[src/rtl/iu_digit_entry.sv]
// iu_digit_entry: keypad input unit for the eight-bit calculator.
// Collects BCD digits, a sign toggle and Enter, and assembles a signed
// 16-bit two's-complement operand.
// Optional feature macro: IU_BACKSPACE_EN (enables the Back key).
module iu_digit_entry #(
  parameter int unsigned DIGITS = 3,
  parameter int unsigned MAXPOS = 127,
  parameter int unsigned MAXNEG = 128
) (
  input  logic        CLK,
  input  logic        Clear,
  input  logic        DigitValid,
  input  logic [3:0]  Digit,
  input  logic        Neg,
  input  logic        Back,
  input  logic        Enter,
  output logic [15:0] Value,
  output logic [15:0] Operand,
  output logic        OperandValid,
  output logic        Err,
  output logic        Entering
);

  localparam int unsigned CW = $clog2(DIGITS + 1);
  localparam int unsigned MW = 16;

  typedef enum logic [1:0] {
    IDLE  = 2'd0,
    ENTRY = 2'd1,
    DONE  = 2'd2
  } state_t;

  state_t                 state, state_nx;
  logic [DIGITS-1:0][3:0] bcd, bcd_nx;
  logic [CW-1:0]          cnt, cnt_nx;
  logic                   neg, neg_nx;
  logic [MW-1:0]          mag, mag_nx;
  logic [MW-1:0]          value_nx, operand_nx;
  logic                   opv_nx, err_nx, entering_nx;

  logic                   fresh;
  logic [DIGITS-1:0][3:0] base_bcd;
  logic [CW-1:0]          base_cnt;
  logic                   base_neg;
  logic [MW-1:0]          base_mag, cand;
  logic                   dig_ok, neg_ok;
  logic                   act_enter, act_back, act_neg, act_dig;

`ifdef IU_BACKSPACE_EN
  logic [DIGITS-1:0][3:0] back_bcd;
  logic [CW-1:0]          back_cnt;
  logic [MW-1:0]          back_mag;
`else
  logic                   unused_back;
  assign unused_back = Back;
`endif

  // Key decode: fresh-entry base, shift-add candidate, accept tests, priority
  always_comb begin
    fresh     = (state != ENTRY);
    base_bcd  = fresh ? '0 : bcd;
    base_cnt  = fresh ? '0 : cnt;
    base_neg  = fresh ? 1'b0 : neg;
    base_mag  = fresh ? '0 : mag;
    cand      = (base_mag << 3) + (base_mag << 1) + MW'(Digit);
    dig_ok    = (Digit <= 4'd9) && (base_cnt < CW'(DIGITS)) &&
                (cand <= (base_neg ? MW'(MAXNEG) : MW'(MAXPOS)));
    // Toggled sign: currently negative becomes positive and vice versa
    neg_ok    = base_mag <= (base_neg ? MW'(MAXPOS) : MW'(MAXNEG));
    act_enter = Enter;
`ifdef IU_BACKSPACE_EN
    act_back  = !Enter && Back;
`else
    act_back  = 1'b0;
`endif
    act_neg   = !Enter && !act_back && Neg;
    act_dig   = !Enter && !act_back && !Neg && DigitValid;
  end

`ifdef IU_BACKSPACE_EN
  // Backspace: drop the ones digit and rebuild the magnitude from BCD
  always_comb begin
    back_bcd = '0;
    for (int i = 0; i < int'(DIGITS) - 1; i++) begin
      back_bcd[i] = bcd[i+1];
    end
    back_cnt = (cnt != '0) ? cnt - CW'(1) : cnt;
    back_mag = '0;
    for (int i = int'(DIGITS) - 1; i >= 0; i--) begin
      back_mag = (back_mag << 3) + (back_mag << 1) + MW'(back_bcd[i]);
    end
  end
`endif

  // FSM state register
  always_ff @(posedge CLK) begin
    if (Clear) state <= IDLE;
    else       state <= state_nx;
  end

  // FSM next-state logic
  always_comb begin
    state_nx = state;
    if (act_enter) begin
      state_nx = DONE;
    end
`ifdef IU_BACKSPACE_EN
    else if (act_back) begin
      if (state == ENTRY) begin
        state_nx = ((back_mag == '0) && !neg) ? IDLE : ENTRY;
      end
    end
`endif
    else if (act_neg) begin
      if (neg_ok) state_nx = ENTRY;
    end else if (act_dig) begin
      if (dig_ok) state_nx = ENTRY;
    end
  end

  // Output / datapath next values; rejected keys leave entry state untouched
  always_comb begin
    bcd_nx     = bcd;
    cnt_nx     = cnt;
    neg_nx     = neg;
    mag_nx     = mag;
    operand_nx = Operand;
    opv_nx     = 1'b0;
    err_nx     = Err;
    if (act_enter) begin
      operand_nx = Value;
      opv_nx     = 1'b1;
      err_nx     = 1'b0;
    end
`ifdef IU_BACKSPACE_EN
    else if (act_back) begin
      if (state == ENTRY) begin
        bcd_nx = back_bcd;
        cnt_nx = back_cnt;
        mag_nx = back_mag;
      end
    end
`endif
    else if (act_neg) begin
      if (neg_ok) begin
        bcd_nx = base_bcd;
        cnt_nx = base_cnt;
        neg_nx = !base_neg;
        mag_nx = base_mag;
      end else begin
        err_nx = 1'b1;
      end
    end else if (act_dig) begin
      if (dig_ok) begin
        for (int i = 1; i < int'(DIGITS); i++) begin
          bcd_nx[i] = base_bcd[i-1];
        end
        bcd_nx[0] = Digit;
        // Leading zeros do not consume a digit slot
        cnt_nx = ((base_mag != '0) || (Digit != 4'd0)) ? base_cnt + CW'(1) : base_cnt;
        neg_nx = base_neg;
        mag_nx = cand;
      end else begin
        err_nx = 1'b1;
      end
    end
    value_nx    = neg_nx ? (~mag_nx + MW'(1)) : mag_nx;
    entering_nx = (state_nx == ENTRY);
  end

  // Entry state and registered outputs
  always_ff @(posedge CLK) begin
    if (Clear) begin
      bcd          <= '0;
      cnt          <= '0;
      neg          <= 1'b0;
      mag          <= '0;
      Value        <= '0;
      Operand      <= '0;
      OperandValid <= 1'b0;
      Err          <= 1'b0;
      Entering     <= 1'b0;
    end else begin
      bcd          <= bcd_nx;
      cnt          <= cnt_nx;
      neg          <= neg_nx;
      mag          <= mag_nx;
      Value        <= value_nx;
      Operand      <= operand_nx;
      OperandValid <= opv_nx;
      Err          <= err_nx;
      Entering     <= entering_nx;
    end
  end

endmodule

[config.mk]
export PLATFORM = sky130hd
export DESIGN_NAME = iu_digit_entry
export DESIGN_NICKNAME = d
export VERILOG_FILES = /design/src/rtl/iu_digit_entry.sv
export SDC_FILE = /design/constraint.sdc
export NUM_CORES = 1
export LEC_CHECK = 0
export ABC_AREA = 1
export BUFFER_PORTS_ARGS = -buffer_cell sky130_fd_sc_hd__buf_2
export CORE_MARGIN = 1.5
export CORE_UTILIZATION = 60
export DETAILED_ROUTE_END_ITERATION = 12
export GPL_ROUTABILITY_DRIVEN = 0
export PLACE_DENSITY = 0.88
export SETUP_SLACK_MARGIN = 0.3
export SLEW_MARGIN = 10
export SYNTH_ARGS = -nofsm -noshare
export SYNTH_HDL_FRONTEND = slang
export SYNTH_SLANG_ARGS = --single-unit
[constraint.sdc]
create_clock -name CLK -period 10.6 [get_ports CLK]
set_input_delay 1.06 -clock CLK [delete_from_list [all_inputs] [get_ports CLK]]
set_output_delay 1.06 -clock CLK [all_outputs]
set_load 0.05 [all_outputs]
**Word level (Yosys, flattened, before mapping)**

Cells that the tools add are included.

- Flip-flop bits (word level): 56
- Bits in latches: 0
- Bits in writable memories: 0
- Bits in read-only memories: 0
- Bits of input ports: 10
- Output and inout port bits: 35
- Logic and storage cells: 71
- Memories: 0

- Add/subtract/negate cells: 4
- $mul: 0
- Div/mod/pow operators: 0
- $lt $le $gt $ge: 4
- Equality and inequality tests: 5
- Shift operators: 0
- Multiplexer cells: 31
- Bitwise logic cells: 2
- Reductions and logical operators: 16

Operators by type and width:

| kind | count |
|---|---|
| two-way mux 16 bit | 7 |
| <= comparator 16 x 8 -> 1 bit | 2 |
| two-way mux 2 bit | 11 |
| adder 16 x 1 -> 16 bit, second input constant | 1 |
| adder 16 bit | 1 |
| adder 16 x 4 -> 16 bit | 1 |
| two-way mux 8 bit | 2 |
| NOT 16 bit | 1 |
| nonzero test 16 bit | 1 |
| two-way mux 1 bit | 11 |
| logical AND 1 bit | 5 |
| <= comparator 4 bit, second input constant | 1 |
| inequality test 2 x 1 -> 1 bit, second input constant | 2 |
| inequality test 2 bit, second input constant | 2 |
| AND reduction 4 bit | 1 |
| nonzero test 2 bit | 2 |
| nonzero test 4 bit | 1 |
| logical NOT 1 bit | 3 |
| AND reduction 3 bit | 1 |
| adder 2 x 1 -> 2 bit, second input constant | 1 |
| == test 2 x 1 -> 1 bit, second input constant | 1 |
| < comparator 2 bit, second input constant | 1 |
| OR reduction 2 bit | 1 |
| logical OR 1 bit | 1 |
| NOT 1 bit | 1 |

**Longest topological paths before layout**

Gate-level depths: netlist of the first run.

- Depth after elaboration: 13
- Gate-level depth with buffers: 42
- Gate-level depth less buffers: 40

**Worst setup path before layout of the first run**

OpenSTA, ideal clock, no wires.

- Path type: input port to flip-flop
- Start point: in Digit[3]
- End point: reg Value[12]
- Setup time: 0.113 ns
- Data arrival time: 4.787 ns
- Required time: 10.487 ns
- Setup slack: 5.700 ns
- Cell stages on the path: 36
- Buffers on the path: 1
- Cell sequence: or2_2 -> nand2_1 -> inv_1 -> ha_1 -> inv_1 -> nand2_1 -> ha_1 -> or2_1 -> and2_4 -> nand2_2 -> nand2_2 -> xor2_1 -> ha_1 -> a21oi_1 -> o21a_1 -> nand2_1 -> nand2_1 -> nand2_1 -> nor2_1 -> nand2_1 -> nor2_2 -> nand3_2 -> buf_6 -> nand2_1 -> nand3_1 -> nand2_1 -> inv_1 -> ha_1 -> inv_1 -> a21oi_1 -> nand2_1 -> nand2_4 -> nand3_2 -> nand2_1 -> nand2_1 -> nor2_1

- Cells in the longest elaborated chain, start to end: 10
- Elaborated cells on any way between the ends: 16
- Those cells by class: 2 x add/sub; 2 x order compare; 9 x mux; 1 x bitwise; 2 x reduce/logical

RTL lines:

| item | RTL line | text |
|---|---|---|
| start: declaration | 13 | `input logic [3:0] Digit,` |
| adder 16 x 4 -> 16 bit or <= comparator 4 bit (tied branches) | 65, 66 |  |
| <= comparator 16 x 8 -> 1 bit or logical AND 1 bit (tied branches) | 67, 66 |  |
| logical AND 1 bit | 66 | `dig_ok = (Digit <= 4'd9) && (base_cnt < CW'(DIGITS)) &&` |
| two-way mux 16 bit | 154 | `if (dig_ok) begin` |
| two-way mux 16 bit | 153 | `end else if (act_dig) begin` |
| two-way mux 16 bit | 144 | `else if (act_neg) begin` |
| two-way mux 16 bit | 130 | `if (act_enter) begin` |
| NOT 16 bit | 167 | `value_nx = neg_nx ? (~mag_nx + MW'(1)) : mag_nx;` |
| adder 16 x 1 -> 16 bit | 167 |  |
| two-way mux 16 bit (*) | 167 |  |
| end signal: assignment | 188 | `Value <= value_nx;` |
| end: declaration | 17 | `output logic [15:0] Value,` |

Mark *: on every way between the ends. The rest lies on a longest branch, timed or not.
A chain may end at the register's enable or synchronous reset.

**Final worst setup path of the first run**

- Start point: reg state[1]
- End point: reg Value[14]

- Cells in the longest elaborated chain, start to end: 13
- Elaborated cells on any way between the ends: 27
- Those cells by class: 3 x add/sub; 3 x order compare; 1 x eq/ne; 16 x mux; 1 x bitwise; 3 x reduce/logical

RTL lines:

| item | RTL line | text |
|---|---|---|
| start: declaration | 33 | `state_t state, state_nx;` |
| start signal: assignment | 98 | `else state <= state_nx;` |
| inequality test 2 x 1 -> 1 bit (*) | 60 | `fresh = (state != ENTRY);` |
| two-way mux 16 bit | 64 | `base_mag = fresh ? '0 : mag;` |
| adder 16 bit | 65 | `cand = (base_mag << 3) + (base_mag << 1) + MW'(Digit);` |
| adder 16 x 4 -> 16 bit | 65 |  |
| <= comparator 16 x 8 -> 1 bit | 67 | `(cand <= (base_neg ? MW'(MAXNEG) : MW'(MAXPOS)));` |
| logical AND 1 bit | 66 |  |
| two-way mux 16 bit | 154 |  |
| two-way mux 16 bit | 153 |  |
| two-way mux 16 bit | 144 |  |
| two-way mux 16 bit | 130 |  |
| NOT 16 bit | 167 |  |
| adder 16 x 1 -> 16 bit | 167 |  |
| two-way mux 16 bit (*) | 167 |  |

Marked as above.

==> metrics.cfg, run 1 <==
[status]
outcome=finished, final reports clean

[grt]
grt_use_total_pct=26.5
grt_overflow_total=0
antenna_found_initial=0
maximum_number_of_pins_on_one_net_before_global_route_repair=24
grt_pass1_wl_um=15600
grt_pass1_vias=3694

[worst_setup_path]
r2r_worst_path_depth=38
crit_path_end_kind=flip-flop
worst-endpoint-required_ns=10.82
sort_of_element_at_the_start_of_the_critical_path=flip-flop
cpMaxStageDelayCell=sky130_fd_sc_hd__nand2_1
path_max_fanout=21
critical-path-max-stage-delay_ns=0.54
regToRegSetupSlack_ns=5.02
crit-reg2reg-launch=state[1]
critPathKind=flip-flop to flip-flop
regToRegEndpoint=Value[14]
worstPathArrival_ns=5.80
critical-path-top-cell-by-count=sky130_fd_sc_hd__nand2_1

[placed_design]
port-buffer-count=43
placement.setup.worst_slack_ns=4.96
postPlaceCellArea_um2=4180
place_hpwl_um=7150

[sta]
timing_worst_slew_pin_value_ns=1.19
max-slew-margin-rel_pct=20.7
report.final.slew_viol_count=0
finalSetupViolCount=0
finalCriticalPeriod_ns=5.58
period_share_pct=52.7
rsz0062_at_grt=no
setup_slack_ns=5.02
fin_skew_ns=0.00947
setup_total_negative_slack_ns=0
max_clock_freq_ghz=0.179
timing.final.hold_violations=0

[power]
net-switching-power_mw=0.117
max-vdd-ir-drop_uv=119
power_density_nw_per_um2=96.6
combPwrFrac_pct=14.0
power.internal_mw=0.298
switching_share_pct=28.1
power_frac_seq_pct=51.7
power.leakage_nw=2.45
clockPowerShare_pct=34.3

[floorplan]
floorplan.core_area_um2=6350
fp.dieH_um=84.0
placementRows=29
starting_density_of_the_core_pct=61.9
die_w_um=84.0
top_level_ports=45
die_area_um2=7050

[final_layout]
nNetsFinal=676
final.fill_count=533
layout-area-overhead-vs-synth_pct=9.13
insertedDiodeCount=0
final_cell_area_um2=4290
share_of_layout_cells_above_drive_strength_1_pct=14.9

[clocking]
clkTransAtPathRegs_ns=0.10
post_cts.resized_instances=0
cts_inserted_buffers=5
numClockSinks=55
root_buffer=sky130_fd_sc_hd__clkbuf_8
post_cts_buffers=0
cts_buffer_depth=2
tritoncts=built
cts.hold.buffers_added=0
htree_levels=2
clkLatencyLatePin_ns=0.32

[synthesis]
synth-seq-cells=55
mappedNetlistArea_um2=3930
ys_warn_count=0
netlist-cell-type-count=41
mappedNetlistNets=636
synthCells=582
seq_area_frac_synth_pct=28.0
avgSynthCellArea_um2=6.76

[worst_hold_path]
hold_start=Value[3]
worst_hold_path.num_cells=1
whs_endpoint=Operand[3]
worst_hold_path_type=flip-flop to flip-flop

[detailed_routing]
drt_first_iter_violations=203
route.detailed.drc=0
detail_route.wl_per_cell_um=12.9
post_route_antenna_net_violation_count=0
via_count=3864
drt_first_pass_iters=6
drt-total-wl_um=9040
route.detailed.vias_per_inst=5.52

[run]
maxCapViolations=0

## logic make-up after synthesis
logic type                 share of synthesized area, %
AOI/OAI and AO/OA                                  10.5
xor gates and xnor gates                           1.75
adders and majority gates                          14.2
buffers and inverters                              9.80
DFF                                                28.0
and+or+nand+nor                                    35.8
## worst max path at each step
| stage | slack, ns | cells past startpoint | startpoint | end |
|---|---|---|---|---|
| final | 5.02 | 38 | state[1] | Value[14] |
| after global routing | 4.60 | 38 | state[1] | Value[14] |
| after CTS | 5.08 | 38 | state[1] | Value[14] |
| after detailed placement | 4.96 | 36 | Digit[3] | Value[14] |
| after global placement | 5.08 | 36 | Digit[3] | Value[12] |
| after floorplan | 5.70 | 36 | Digit[3] | Value[12] |
## layout by cell type, fill, tap and decap left out, types with 3 or more instances in the layout
master | synthesis | layout
sky130_fd_sc_hd__a21oi_1 | 19 | 19
sky130_fd_sc_hd__a22o_1 | 15 | 15
sky130_fd_sc_hd__buf_2 | 0 | 43
sky130_fd_sc_hd__clkbuf_8 | 0 | 5
sky130_fd_sc_hd__dfxtp_1 | 55 | 55
sky130_fd_sc_hd__ha_1 | 43 | 43
sky130_fd_sc_hd__inv_1 | 79 | 79
sky130_fd_sc_hd__inv_2 | 4 | 4
sky130_fd_sc_hd__nand2_1 | 144 | 144
sky130_fd_sc_hd__nand2_2 | 16 | 16
sky130_fd_sc_hd__nand3_1 | 35 | 35
sky130_fd_sc_hd__nand3_2 | 8 | 8
sky130_fd_sc_hd__nand4_1 | 9 | 9
sky130_fd_sc_hd__nor2_1 | 80 | 80
sky130_fd_sc_hd__nor2_2 | 4 | 4
sky130_fd_sc_hd__nor3_1 | 8 | 8
sky130_fd_sc_hd__o21ai_0 | 18 | 18
sky130_fd_sc_hd__o21ai_1 | 4 | 4
sky130_fd_sc_hd__or2_2 | 3 | 3
sky130_fd_sc_hd__xor2_1 | 4 | 4
## stage by stage
stage	hold slack (ns)	std cells	utilization, %	power (mW)
after detailed placement	0.450	692	65.8	0.276
after global routing	0.486	700	67.6	0.429
after floorplan	0.468	582	-	0.264
final	0.468	700	67.6	0.415
after CTS	0.472	700	67.6	0.414
after global placement	0.434	692	65.8	0.274
## cells in the mapped netlist
cell	instances	area, um^2
sky130_fd_sc_hd__a211oi_1	1	7.51
sky130_fd_sc_hd__a21oi_1	19	95.1
sky130_fd_sc_hd__a21oi_2	2	17.5
sky130_fd_sc_hd__a22o_1	15	131
sky130_fd_sc_hd__a31oi_1	1	6.26
sky130_fd_sc_hd__a32o_1	1	10.0
sky130_fd_sc_hd__and2_1	1	6.26
sky130_fd_sc_hd__and2_4	1	8.76
sky130_fd_sc_hd__buf_4	3	22.5
sky130_fd_sc_hd__buf_6	2	22.5
sky130_fd_sc_hd__clkbuf_1	5	18.8
sky130_fd_sc_hd__clkinv_1	1	3.75
sky130_fd_sc_hd__dfxtp_1	55	1100
sky130_fd_sc_hd__fa_1	1	20.0
sky130_fd_sc_hd__ha_1	43	538
sky130_fd_sc_hd__inv_1	79	297
sky130_fd_sc_hd__inv_2	4	15.0
sky130_fd_sc_hd__inv_4	1	6.26
sky130_fd_sc_hd__nand2_1	144	541
sky130_fd_sc_hd__nand2_2	16	100
sky130_fd_sc_hd__nand2_4	1	11.3
sky130_fd_sc_hd__nand3_1	35	175
sky130_fd_sc_hd__nand3_2	8	80.1
sky130_fd_sc_hd__nand3b_1	2	15.0
sky130_fd_sc_hd__nand4_1	9	56.3
sky130_fd_sc_hd__nor2_1	80	300
sky130_fd_sc_hd__nor2_2	4	25.0
sky130_fd_sc_hd__nor2_4	1	11.3
sky130_fd_sc_hd__nor3_1	8	40.0
sky130_fd_sc_hd__nor4_1	1	6.26
sky130_fd_sc_hd__o21a_1	1	7.51
sky130_fd_sc_hd__o21ai_0	18	90.1
sky130_fd_sc_hd__o21ai_1	4	20.0
sky130_fd_sc_hd__o21ai_2	1	8.76
sky130_fd_sc_hd__o22a_1	1	8.76
sky130_fd_sc_hd__o41ai_1	1	8.76
sky130_fd_sc_hd__or2_1	2	12.5
sky130_fd_sc_hd__or2_2	3	18.8
sky130_fd_sc_hd__xnor2_1	2	17.5
sky130_fd_sc_hd__xor2_1	4	35.0
sky130_fd_sc_hd__xor2_2	1	16.3
## power groups by stage
stage	logic (mW)	clock network, mW	registers [mW]
final	0.0579	0.142	0.214
after floorplan	0.0315	0	0.232
after CTS	0.0572	0.142	0.214
after global routing	0.0630	0.150	0.215
after detailed placement	0.0567	0	0.219
after global placement	0.0548	0	0.219
## registers in the layout, summed over array words and instances, names as in the netlist
| signal | count |
|---|---|
| Value | 16 |
| OperandValid | 1 |
| Operand | 16 |
| neg | 1 |
| Err | 1 |
| state | 2 |
| mag | 15 |
| Entering | 1 |
| cnt | 2 |
## layer usage
metal	vias to the layer above	part of all wire (%)	track usage [%]
li1	1945	-	-
met2	127	49	46.3
met1	1758	43	33.0
met5	-	0	0
met4	0	2.7	10.1
met3	34	5.1	3.56
## worst max-delay path: cells and delay by family (launching register included)
family / cells / cell delay (ns)
AO/OA/AOI/OAI: 3 / 0.35
adder cells (fa/ha/maj): 4 / 1.03
buffers and inverters: 5 / 0.27
AND/OR/NAND/NOR: 25 / 3.25
flip-flops: 1 / 0.34
XOR/XNOR: 1 / 0.25
## area by class of cell
cell class	count	area, um^2	share of cell area, %
Sequential cell	55	1100	25.7
Timing Repair Buffer	43	215	5.01
Clock inverter	2	38.8	0.904
Inverter	85	322	7.49
Clock buffer	6	72.6	1.69
Multi-Input combinational cell	432	2450	57.0
Tap cell	77	96.3	2.24
No activity file was read; power rests on OpenSTA's default activity.
==> run 2: changes to the inputs <==
--- a/config.mk
+++ b/config.mk
@@ -8,10 +8,10 @@
 export ABC_AREA = 1
 export BUFFER_PORTS_ARGS = -buffer_cell sky130_fd_sc_hd__buf_2
 export CORE_MARGIN = 1.5
-export CORE_UTILIZATION = 60
+export CORE_UTILIZATION = 54
 export DETAILED_ROUTE_END_ITERATION = 12
 export GPL_ROUTABILITY_DRIVEN = 0
-export PLACE_DENSITY = 0.88
+export PLACE_DENSITY = 0.84
 export SETUP_SLACK_MARGIN = 0.3
 export SLEW_MARGIN = 10
 export SYNTH_ARGS = -nofsm -noshare
==> constraint.sdc (replaced) <==
create_clock -name CLK -period 5 [get_ports CLK]
set_input_delay 0.5 -clock CLK [delete_from_list [all_inputs] [get_ports CLK]]
set_output_delay 0.5 -clock CLK [all_outputs]
set_load 0.05 [all_outputs]
==> metrics.cfg, run 2 (synthesized netlist as in run 1, its figures left out) <==
[sta]
final.hold.worst_slack_ns=0.412  ; -0.0567 ns
report.final.slew_viol_count=0  ; unchanged
finalCriticalPeriod_ns=4.66  ; -0.925 ns
setup_total_negative_slack_ns=0  ; unchanged
max-slew-margin-rel_pct=21.5  ; +0.86 points
timing_worst_slew_pin_value_ns=1.17  ; -0.0129 ns
finalSetupViolCount=0  ; unchanged
setup_slack_ns=0.341  ; -4.68 ns
period_share_pct=93.2  ; +41 points
max_clock_freq_ghz=0.215  ; +20%
rsz0062_at_grt=no
fin_skew_ns=0.00750  ; -0.00196 ns
timing.final.hold_violations=0  ; unchanged

[clocking]
numClockSinks=55  ; unchanged
htree_levels=2  ; unchanged
clkLatencyLatePin_ns=0.32  ; about the same
cts_buffer_depth=2  ; unchanged
tritoncts=built
clkTransAtPathRegs_ns=0.11  ; about the same
cts.hold.buffers_added=0  ; unchanged
cts_inserted_buffers=5  ; unchanged
root_buffer=sky130_fd_sc_hd__clkbuf_8

[floorplan]
starting_density_of_the_core_pct=56.9  ; -5.0 points
floorplan.core_area_um2=6910  ; +8.8%
die_w_um=88.3  ; +5.2%
die_area_um2=7800  ; +11%
top_level_ports=45  ; unchanged
fp.dieH_um=88.3  ; +5.2%
placementRows=30  ; +3.4%

[final_layout]
insertedDiodeCount=0  ; unchanged
final_cell_area_um2=4680  ; +9.1%
layout-area-overhead-vs-synth_pct=19.1
share_of_layout_cells_above_drive_strength_1_pct=24.6  ; +9.7 points
layout.cells.most_common=sky130_fd_sc_hd__nand2_1
final.fill_count=578  ; +8.4%
multi_input_comb_area_um2=2650  ; +8.1%
nNetsFinal=695  ; +2.8%
highest_count_cells_in_the_layout_ignoring_fill_and_taps=133 x sky130_fd_sc_hd__nand2_1, 74 x sky130_fd_sc_hd__inv_1, 69 x sky130_fd_sc_hd__nor2_1
sequential_cell_area_um2=1100  ; +0.34%
biggestRegsByFlops=Operand: 16 flops, Value: 16 flops, mag: 15 flops

[worst_hold_path]
whs_endpoint=Err
worst_hold_path_type=primary input to flip-flop
worst_hold_path.num_cells=2  ; +1
hold_start=Enter

[placed_design]
postPlaceCellArea_um2=4260  ; +1.8%
placement.setup.worst_slack_ns=0.130  ; -4.83 ns
place_hpwl_um=7410  ; +3.7%
port-buffer-count=43  ; unchanged

[worst_setup_path]
regToRegEndpoint=Value[15]
crit_path_end_kind=flip-flop
regToRegSetupSlack_ns=0.34  ; -4.68 ns
r2r_worst_path_depth=32  ; -16%
path_max_fanout=10  ; -52%
worstPathArrival_ns=4.92  ; -0.88 ns
worst-endpoint-required_ns=5.26  ; -5.56 ns
cpMaxStageDelayCell=sky130_fd_sc_hd__dfxtp_2
critPathKind=flip-flop to flip-flop
critical-path-max-stage-delay_ns=0.33  ; -0.21 ns
sort_of_element_at_the_start_of_the_critical_path=flip-flop
crit-reg2reg-launch=state[1]

[detailed_routing]
route.detailed.vias_per_inst=5.48  ; -0.78%
via_count=4042  ; +4.6%
post_route_antenna_net_violation_count=0  ; unchanged
drt_first_pass_iters=7  ; +1
route.detailed.drc=0  ; unchanged
detail_route.wl_per_cell_um=13.6  ; +5.4%
drt_first_iter_violations=254  ; +25%
drt-total-wl_um=10100  ; +11%

[run]
maxCapViolations=0  ; unchanged

[grt]
antenna_found_initial=0  ; unchanged
maximum_number_of_pins_on_one_net_before_global_route_repair=24  ; unchanged
grt_overflow_total=0  ; unchanged
grt_pass1_vias=3626  ; -1.8%
grt_use_total_pct=24.5  ; -2.0 points
grt_pass1_wl_um=15300  ; -2.3%

[power]
power_density_nw_per_um2=183  ; +90%
max-vdd-ir-drop_uv=209  ; +76%
power.leakage_nw=2.59  ; +5.8%

[status]
outcome=finished, final reports clean

run 2: cell types whose count changed in the layout (fill, tap and decap cells not counted), moves of 5 or more:
cell,before,now
sky130_fd_sc_hd__nand2_2,16,23
sky130_fd_sc_hd__nand2_1,144,133
sky130_fd_sc_hd__nor2_1,80,69
sky130_fd_sc_hd__inv_1,79,74
sky130_fd_sc_hd__buf_4,0,15
sky130_fd_sc_hd__nor2_2,4,12
run 2: critical path, delay by kind of cell, from the launching register on:
kind,cells,cell delay (ns)
fa+ha+maj,3,0.89
buf+inv,5,0.62
compound gates,3,0.45
flops,1,0.33
simple gates,20,2.13
xor+xnor,1,0.15
run 2: power by group:
group,internal [mW],switching [mW],total (mW),leakage [nW]
logic,0.0415,0.101,0.142,2.09
clock network,0.104,0.157,0.261,0.0502
registers,0.450,0.00533,0.455,0.447
total,0.595,0.263,0.858,2.59
run 2: repair_timing:
action	4_1_cts	5_1_grt
gates resized for setup	6	58
gates cloned	0	1
pin swaps	0	26
endpoints found under the setup margin	11	14
setup buffers	0	11
run 2: stage by stage:
stage	total power [mW]	util (%)	std cells
2_1_floorplan	0.560	-	582
4_1_cts	0.843	63.4	726
5_1_grt	0.891	67.8	738
3_5_place_dp	0.589	61.6	718
3_3_place_gp	0.585	61.6	718
6_report	0.858	67.8	738
run 2: cell type report:
class	count	area share, %
Clock buffer	5	1.47
Clock inverter	3	0.615
Inverter	85	6.92
Multi-Input combinational cell	432	56.5
Sequential cell	55	23.6
Tap cell	96	2.57
Timing Repair Buffer	62	8.34
run 2: worst max path at each step:
| stage | from | endpoint | cells past startpoint |
|---|---|---|---|
| floorplan | state[1] | Value[12] | 36 |
| CTS | state[1] | Value[10] | 36 |
| detailed placement | state[1] | Value[10] | 32 |
| global placement | state[1] | Value[10] | 32 |
| finish | state[1] | Value[15] | 32 |
| global route | state[1] | Value[15] | 34 |
run 2: per-layer routing:
| layer | global-route usage (%) | part of all wire [%] |
|---|---|---|
| met5 | 0 | 0 |
| met4 | 7.81 | 2.1 |
| met3 | 3.36 | 6.0 |
| met2 | 43.0 | 50 |
| met1 | 31.2 | 42 |
==> run 3: changes to the inputs <==
--- a/config.mk
+++ b/config.mk
@@ -12,6 +12,7 @@
 export DETAILED_ROUTE_END_ITERATION = 12
 export GPL_ROUTABILITY_DRIVEN = 0
 export PLACE_DENSITY = 0.84
+export REMOVE_ABC_BUFFERS = 1
 export SETUP_SLACK_MARGIN = 0.3
 export SLEW_MARGIN = 10
 export SYNTH_ARGS = -nofsm -noshare
==> metrics.cfg, run 3 (synthesized netlist as in run 1, its figures left out) <==
[sta]
report.final.slew_viol_count=0  ; unchanged
finalCriticalPeriod_ns=4.71  ; +0.0543 ns
setup_total_negative_slack_ns=0  ; unchanged
max_clock_freq_ghz=0.212  ; -1.2%
final.hold.worst_slack_ns=0.424  ; +0.0120 ns
timing.final.hold_violations=0  ; unchanged
max-slew-margin-rel_pct=18.6  ; -2.9 points
rsz0062_at_grt=yes
fin_skew_ns=0.0149  ; +0.00742 ns
finalSetupViolCount=0  ; unchanged
period_share_pct=94.3  ; +1.1 points
timing_worst_slew_pin_value_ns=1.22  ; +0.0435 ns

[detailed_routing]
top_layer=met4
route.detailed.vias_per_inst=5.55  ; +1.4%
via_count=4137  ; +2.4%
drt_first_iter_violations=311  ; +22%
detail_route.wl_per_cell_um=14.2  ; +4.0%
detailroute.wirelength.met2_um=5240  ; +3.7%
post_route_antenna_net_violation_count=0  ; unchanged
route.met3.wl_um=846  ; +40%
wl_met1_um=4140  ; -0.89%
route.detailed.drc=0  ; unchanged
drt-total-wl_um=10600  ; +5.0%
drt_first_pass_iters=6  ; -1

[clocking]
root_buffer=sky130_fd_sc_hd__clkbuf_8
cts_inserted_buffers=5  ; unchanged
cts_buffer_depth=2  ; unchanged
cts.hold.buffers_added=0  ; unchanged
clkTransAtPathRegs_ns=0.11  ; about the same
tritoncts=built
clkLatencyLatePin_ns=0.32  ; about the same
htree_levels=2  ; unchanged
numClockSinks=55  ; unchanged

[placed_design]
dp_cells=716  ; -0.28%
port-buffer-count=43  ; unchanged
place_hpwl_um=7250  ; -2.2%

[worst_setup_path]
path_max_fanout=10  ; unchanged
sum_of_buffers_and_inverters_on_the_critical_path=7  ; +2
critPathKind=flip-flop to flip-flop
worstPathArrival_ns=4.91  ; about the same
crit_path_end_kind=flip-flop
crit_family=simple AND/OR/NAND/NOR gates
sort_of_element_at_the_start_of_the_critical_path=flip-flop
cpMaxStageDelayCell=sky130_fd_sc_hd__ha_1
critical-path-max-stage-delay_ns=0.37  ; +0.04 ns
worst-endpoint-required_ns=5.20  ; -0.06 ns

[status]
outcome=finished, final reports clean

[grt]
grt_use_total_pct=24.6  ; +0.069 points
maximum_number_of_pins_on_one_net_before_global_route_repair=24  ; unchanged
grt_pass1_wl_um=15500  ; +1.3%
grt_overflow_total=0  ; unchanged
antenna_found_initial=0  ; unchanged
grt_pass1_vias=3645  ; +0.52%

[final_layout]
layout-area-overhead-vs-synth_pct=22.8
nNetsFinal=702  ; +1.0%
insertedDiodeCount=0  ; unchanged
share_of_layout_cells_above_drive_strength_1_pct=26.7  ; +2.0 points
biggestRegsByFlops=Operand: 16 flops, Value: 16 flops, mag: 15 flops
highest_count_cells_in_the_layout_ignoring_fill_and_taps=126 x sky130_fd_sc_hd__nand2_1, 74 x sky130_fd_sc_hd__inv_1, 71 x sky130_fd_sc_hd__nor2_1
layout.cells.most_common=sky130_fd_sc_hd__nand2_1
layout_cells_excl_fill=745  ; +0.95%

[floorplan]
placementRows=30  ; unchanged
fp.dieH_um=88.3  ; unchanged
die_area_um2=7800  ; unchanged
top_level_ports=45  ; unchanged
starting_density_of_the_core_pct=56.9  ; unchanged
die_w_um=88.3  ; unchanged
floorplan.core_area_um2=6910  ; unchanged

[power]
power_density_nw_per_um2=192  ; +4.6%
power.leakage_nw=2.65  ; +2.3%
max-vdd-ir-drop_uv=184  ; -12%

[run]
maxCapViolations=0  ; unchanged

[worst_hold_path]
worst_hold_path_type=primary input to flip-flop

==> run 3: cell types whose count changed in the layout (fill, tap and decap cells not counted), moves of 2 or more <==
cell	before	now
sky130_fd_sc_hd__ha_1	40	38
sky130_fd_sc_hd__nor2_2	12	8
sky130_fd_sc_hd__nor2_1	69	71
sky130_fd_sc_hd__nand3_1	31	29
sky130_fd_sc_hd__nand2_2	23	30
sky130_fd_sc_hd__nand3_4	1	4
sky130_fd_sc_hd__o21ai_0	16	14
sky130_fd_sc_hd__o21ai_1	3	6
sky130_fd_sc_hd__buf_4	15	20
sky130_fd_sc_hd__nand2_1	133	126
sky130_fd_sc_hd__clkinv_4	2	0
sky130_fd_sc_hd__nor2_4	4	6
==> run 3: worst paths after layout <==
path | start | end | slack [ns] | cells after the start
max | state[1] | Value[3] | 0.29 | 32
min | Enter | Err | 0.42 | 2
max reg2reg | state[1] | Value[3] | 0.29 | 32
min reg2reg | Value[3] | Operand[3] | 0.47 | 1
==> run 3: where the power goes <==
part / internal (mW) / switching, mW
logic: 0.0479 / 0.106
clock network: 0.165 / 0.152
registers: 0.450 / 0.00566
total: 0.663 / 0.264
==> run 3: per-layer routing <==
layer,track usage (%),vias up
met1,30.8,1879
met5,0,-
li1,-,2005
met4,7.24,0
met2,43.4,203
met3,4.10,50
==> run 3: timing repair <==
item,in CTS,in global routing
cloned,0,1
pin swaps,3,30
resized for setup,10,70
setup buffers,2,18
endpoints found under the setup margin,13,15
==> run 3: through the flow <==
step	power, mW	setup WS (ns)	util [%]	instance area, um^2
floorplan	0.553	0.303	-	3870
global placement	0.582	0.213	61.4	4240
detailed placement	0.587	0.0541	61.4	4240
CTS	0.895	0.295	64.0	4420
global route	0.957	0.131	69.9	4830
finish	0.926	0.287	69.9	4830
==> run 3: layout make-up <==
cell class / count / area (um^2)
Timing Repair Buffer: 69 / 459
Clock inverter: 2 / 38.8
Sequential cell: 55 / 1100
Clock buffer: 6 / 82.6
Inverter: 85 / 322
Fill cell: 549 / 2080
Tap cell: 96 / 120
Multi-Input combinational cell: 432 / 2700
